[config.mk]
export PLATFORM = sky130hd
export DESIGN_NAME = pipeline_hazard_ctrl
export DESIGN_NICKNAME = d
export VERILOG_FILES = /design/src/rtl/pipeline_hazard_ctrl_pkg.sv /design/src/rtl/pipeline_hazard_ctrl_counter.sv /design/src/rtl/pipeline_hazard_ctrl.sv
export SDC_FILE = /design/constraint.sdc
export NUM_CORES = 1
export LEC_CHECK = 0
export CORE_ASPECT_RATIO = 1.2
export CORE_MARGIN = 2
export CORE_UTILIZATION = 30
export CTS_CLUSTER_DIAMETER = 80
export DETAILED_ROUTE_END_ITERATION = 10
export GPL_TIMING_DRIVEN = 0
export PLACE_DENSITY_LB_ADDON = 0.15
export SYNTH_ARGS = -nofsm -noshare
export SYNTH_HDL_FRONTEND = slang
export SYNTH_SLANG_ARGS = --single-unit
[constraint.sdc]
create_clock -name clk -period 4.3 [get_ports clk]
set_clock_uncertainty 0.05 [all_clocks]
set_input_delay 0.645 -clock clk [delete_from_list [all_inputs] [get_ports clk]]
set_output_delay 0.645 -clock clk [all_outputs]
set_load 0.02 [all_outputs]
[src/rtl/pipeline_hazard_ctrl_pkg.sv]
// Shared pipeline package: mult/div FSM state encoding, default unit
// latencies and the counter width used by the hazard controller.
package pipeline_hazard_ctrl_pkg;

  localparam int MD_CNT_W       = 6;
  localparam int MULT_LAT_DEF   = 4;
  localparam int DIV_LAT_DEF    = 32;
  localparam int MD_LAT_MIN     = 2;
  localparam int MD_LAT_MAX     = 63;

  typedef enum logic {
    MD_IDLE = 1'b0,
    MD_BUSY = 1'b1
  } md_state_e;

  // Counter preload for a freshly issued op. The unit is busy for exactly
  // `lat` cycles, with the last one at count zero, hence lat - 1.
  function automatic logic [MD_CNT_W-1:0] md_load_val(input logic op_div,
                                                      input int   mult_lat,
                                                      input int   div_lat);
    int lat;
    lat = op_div ? div_lat : mult_lat;
    return MD_CNT_W'(lat - 1);
  endfunction

endpackage

[src/rtl/pipeline_hazard_ctrl_counter.sv]
// md_latency_counter: 6-bit down-counter for the mult/div latency.
// Ports:
//   clk        clock
//   rst_n      synchronous active-low reset (count -> 0)
//   load_i     load load_val_i (has priority over dec_i)
//   load_val_i preload value
//   dec_i      decrement by one (held at zero, never wraps)
//   zero_o     count is zero
module md_latency_counter
  import pipeline_hazard_ctrl_pkg::*;
(
  input  logic                clk,
  input  logic                rst_n,
  input  logic                load_i,
  input  logic [MD_CNT_W-1:0] load_val_i,
  input  logic                dec_i,
  output logic                zero_o
);

  logic [MD_CNT_W-1:0] cnt_q, cnt_d;

  always_comb begin
    cnt_d = cnt_q;
    if (load_i) begin
      cnt_d = load_val_i;
    end else if (dec_i && (cnt_q != '0)) begin
      cnt_d = cnt_q - 1'b1;
    end
  end

  always_ff @(posedge clk) begin
    if (!rst_n) begin
      cnt_q <= '0;
    end else begin
      cnt_q <= cnt_d;
    end
  end

  assign zero_o = (cnt_q == '0);

endmodule

[src/rtl/pipeline_hazard_ctrl.sv]
// pipeline_hazard_ctrl: stall/flush generation for a 5-stage pipeline plus
// sequencing of a multi-cycle mult/div unit.
// Ports:
//   clk, rst_n            clock, synchronous active-low reset
//   rsD, rtD, UsesRtD     ID source registers, rt-read qualifier
//   rwE, MemtoRegE        EX destination register, EX holds a load
//   PCSrcE                taken branch/jump resolved in EX
//   MdStartD, MdOpD       ID holds mult (0) / div (1)
//   MdReadD               ID holds mfhi/mflo
//   StallF, StallD        hold PC, hold IF/ID
//   FlushD, FlushE        clear IF/ID, clear ID/EX (bubble)
//   MdIssue               start pulse to the mult/div unit
//   MdBusy, MdDone        unit busy, one-cycle completion pulse
//
// state   | meaning
// --------+---------------------------------------------------------
// MD_IDLE | unit free; a mult/div in ID may issue
// MD_BUSY | op in flight; counter runs down, MdDone at count zero
module pipeline_hazard_ctrl
  import pipeline_hazard_ctrl_pkg::*;
#(
  parameter int MULT_LAT = MULT_LAT_DEF,
  parameter int DIV_LAT  = DIV_LAT_DEF
) (
  input  logic       clk,
  input  logic       rst_n,
  input  logic [4:0] rsD,
  input  logic [4:0] rtD,
  input  logic       UsesRtD,
  input  logic [4:0] rwE,
  input  logic       MemtoRegE,
  input  logic       PCSrcE,
  input  logic       MdStartD,
  input  logic       MdOpD,
  input  logic       MdReadD,
  output logic       StallF,
  output logic       StallD,
  output logic       FlushD,
  output logic       FlushE,
  output logic       MdIssue,
  output logic       MdBusy,
  output logic       MdDone
);

  md_state_e           state_q, state_d;
  logic                cnt_load, cnt_dec, cnt_zero;
  logic [MD_CNT_W-1:0] cnt_load_val;

  logic load_use;
  logic md_stall;
  logic busy;

  assign busy = (state_q == MD_BUSY);

  // Register 0 is hardwired, so a load "to r0" never creates a dependency.
  assign load_use = MemtoRegE && (rwE != 5'd0) &&
                    ((rwE == rsD) || (UsesRtD && (rwE == rtD)));

  // A second mult/div or an mfhi/mflo must wait in ID until the unit has
  // gone idle; this holds through the MdDone cycle as well.
  assign md_stall = busy && (MdStartD || MdReadD);

  assign cnt_load_val = md_load_val(MdOpD, MULT_LAT, DIV_LAT);

  md_latency_counter u_cnt (
    .clk        (clk),
    .rst_n      (rst_n),
    .load_i     (cnt_load),
    .load_val_i (cnt_load_val),
    .dec_i      (cnt_dec),
    .zero_o     (cnt_zero)
  );

  always_ff @(posedge clk) begin
    if (!rst_n) begin
      state_q <= MD_IDLE;
    end else begin
      state_q <= state_d;
    end
  end

  always_comb begin
    state_d  = state_q;
    StallF   = 1'b0;
    StallD   = 1'b0;
    FlushD   = 1'b0;
    FlushE   = 1'b0;
    MdIssue  = 1'b0;
    MdBusy   = 1'b0;
    MdDone   = 1'b0;
    cnt_load = 1'b0;
    cnt_dec  = 1'b0;

    if (rst_n) begin
      // Pipeline control: branch beats load-use beats mult/div wait.
      if (PCSrcE) begin
        FlushD = 1'b1;
        FlushE = 1'b1;
      end else if (load_use || md_stall) begin
        StallF = 1'b1;
        StallD = 1'b1;
        FlushE = 1'b1;
      end

      unique case (state_q)
        MD_IDLE: begin
          // In IDLE md_stall is zero, so StallD here can only come from a
          // load-use; gating on it keeps a held instruction from issuing twice.
          if (MdStartD && !PCSrcE && !load_use) begin
            MdIssue  = 1'b1;
            cnt_load = 1'b1;
            state_d  = MD_BUSY;
          end
        end
        MD_BUSY: begin
          MdBusy = 1'b1;
          if (cnt_zero) begin
            MdDone  = 1'b1;
            state_d = MD_IDLE;
          end else begin
            cnt_dec = 1'b1;
          end
        end
        default: state_d = MD_IDLE;
      endcase
    end
  end

endmodule

==> flow_summary.json <==
{
  "synth_edf_count": 0,
  "vdd_drop_max_v": 0.0000908,
  "synth-seq-cells": 7,
  "design_area_sq_um": 1040,
  "grtUsageTotal": 0.141,
  "cts_tree": "done",
  "synth.distinct_cells": 37,
  "dp.cells": 140,
  "cpMaxStageDelayCell": "clkdlybuf4s50_1",
  "clockPowerShare": 0.266,
  "outcome": "finished, final reports clean",
  "synth_ff_type": "dfxtp_1",
  "dp_hpwl_mm": 1.39,
  "pwr-share-seq": 0.339,
  "crit_arrival_ps": 3020,
  "crit_type": "input pin to output port",
  "drv_slew": 0,
  "crit_path_end_kind": "output port",
  "ys_warn_count": 0,
  "finalWirelength_mm": 1.62,
  "clk_latency_ps": 250,
  "setup_viol_count_final": 0,
  "hold_violations": 0,
  "drive_above_1_share": 0.159,
  "min_period_over_period": 0.864,
  "synth_common_cells": "12 x xnor2_1, 10 x nand2_1, 7 x a21oi_1, 7 x dfxtp_1, 6 x nor2_1",
  "area_delta_synth_final_pct": 51.5,
  "post-route-util": 0.468,
  "viasPerCell": 4.83,
  "place_area_sq_um": 1020,
  "vias": 696,
  "period_minus_slack_ps": 3720,
  "max_clock_freq_mhz": 269,
  "nNetsFinal": 138,
  "maxCapViolations": 0,
  "crit_chain": "clkdlybuf4s50_1 -> xnor2_1 -> nand3_1 -> o22ai_2 -> nand2_1 -> a211oi_1 -> buf_4 -> clkdlybuf4s50_1",
  "first_pass_iters": 3,
  "power_density_nw_per_um2": 215,
  "synth_top_area_share": 0.203,
  "fill_cells": 239,
  "avgRoutedWirePerCell_um": 11.2,
  "htree_levels": 1,
  "io_buffer_count": 29,
  "die_w_um": 47.8,
  "start_kind": "input pin",
  "ctsResizeCount": 0,
  "dp_slack_ps": 563,
  "ant_nets": 0,
  "switching_share": 0.321,
  "cts_made_buffers": 3,
  "fin_cells": 144,
  "cts.sinks": 7,
  "grt_pass1_vias": 668,
  "rsz0062_at_grt": "false",
  "avgSynthCellArea_sq_um": 8.62,
  "grt_antenna_before_repair": 0,
  "hold_ws_ps": 394,
  "combPwrFrac": 0.395,
  "io-pin-count": 30,
  "finalPower_mw": 0.224,
  "gr-total-overflow": 0,
  "async_reset_ff_frac": 0,
  "worst_pin_slew_ps": 396,
  "drc": 0,
  "diodes": 0,
  "path_clk_slew_ps": 60,
  "hold_path.class": "register to register",
  "syn-num-nets": 104,
  "postCtsSetupBuffers": 0,
  "syn-cell-area_sq_um": 689,
  "dieArea_sq_um": 2700,
  "yosys-top-cells-area": "dfxtp_1 20%, xnor2_1 15%, nand2_1 5.4%",
  "crit_fanout": 5,
  "cts_root_buf": "clkbuf_4",
  "place.gp.congestion": 0.798,
  "tns_ps": 0,
  "slew_headroom": 0.735,
  "grt_pass1_wl_mm": 2.74,
  "fp.dieH_um": 56.5,
  "initial_core_util": 0.309,
  "critPathRequiredTime_ps": 3610,
  "std_cell_rows": 19,
  "cts.path.max_buffers": 2,
  "drtIter0Drc": 8,
  "netlist_instances": 80,
  "synth-seq-area-share": 0.203,
  "synth_area_leader_cell": "dfxtp_1",
  "worst_slack_ps": 584,
  "p_leak_nw": 0.350,
  "cpMostUsedCell": "clkdlybuf4s50_1",
  "critPathMaxStageDelay_ps": 590,
  "synth.most_common_cell": "xnor2_1",
  "internal_power_mw": 0.152,
  "grt_max_degree": 9,
  "power_switching_mw": 0.0720,
  "core_area_sq_um": 2230,
  "cts_hold_buf": 0
}
power by group through the flow:
| stage | clock (mW) | combinational [mW] | sequential [mW] |
|---|---|---|---|
| after floorplan | 0 | 0.0516 | 0.0759 |
| after global placement | 0 | 0.0889 | 0.0773 |
| after detailed placement | 0 | 0.0893 | 0.0774 |
| after CTS | 0.0624 | 0.0899 | 0.0760 |
| after global routing | 0.0699 | 0.0969 | 0.0766 |
| final | 0.0595 | 0.0886 | 0.0760 |
per-layer routing:
layer / GRT usage / routed length, um / share of wire / up-vias
met3: 0.0386 / 48 / 0.030 / 2
li1: - / - / - / 365
met4: 0.0463 / 14 / 0.0087 / 0
met1: 0.148 / 620 / 0.38 / 315
met5: 0 / 0 / 0 / -
met2: 0.253 / 933 / 0.58 / 14
registers in the layout, indices dropped and copies added (netlist names):
| signal | cells |
|---|---|
| u_cnt.cnt_q | 6 |
| busy | 1 |
worst max-delay path: cells and delay by family:
kind	cells	cell delay, ps
xor+xnor	1	150
buf+inv	3	1330
compound gates	2	630
simple gates	2	270
worst paths after layout:
check	startpoint	endpoint	slack [ps]	cells after the start
worst min-delay path	u_cnt.cnt_q[5]	u_cnt.cnt_q[5]	390	2
worst max-delay path	rwE[4]	StallF	580	8
worst max register to register	busy	u_cnt.cnt_q[2]	2100	9
worst min register to register	u_cnt.cnt_q[5]	u_cnt.cnt_q[5]	390	2
logic make-up (layout without fill, tap and decap cells):
family | count (synthesis) | count (layout) | synth area share
adders and majority gates | 1 | 1 | 0.0181
xor gates and xnor gates | 12 | 12 | 0.152
and+or+nand+nor | 28 | 28 | 0.241
buffers and inverters | 6 | 39 | 0.0381
DFF | 7 | 7 | 0.203
AOI/OAI and AO/OA | 26 | 26 | 0.347
cell type report:
cell class	instances	area (sq um)	share of cell area
timing repair buffer	29	290	0.278
sequential	7	140	0.134
buffer	1	7.51	0.00719
tap	31	38.8	0.0371
clock buffer	4	26.3	0.0251
multi-input combinational	67	523	0.501
inverter	5	18.8	0.0180
cells in the final DEF, fill, tap and decap left out, types with 2 or more instances in the layout:
master,n
a21oi_1,7
clkbuf_4,3
a211oi_1,3
dfxtp_1,7
nand3_1,2
clkdlybuf4s50_1,29
nor2_1,6
nand2_1,10
inv_1,4
xnor2_1,12
(Power assumes the default switching activity.)
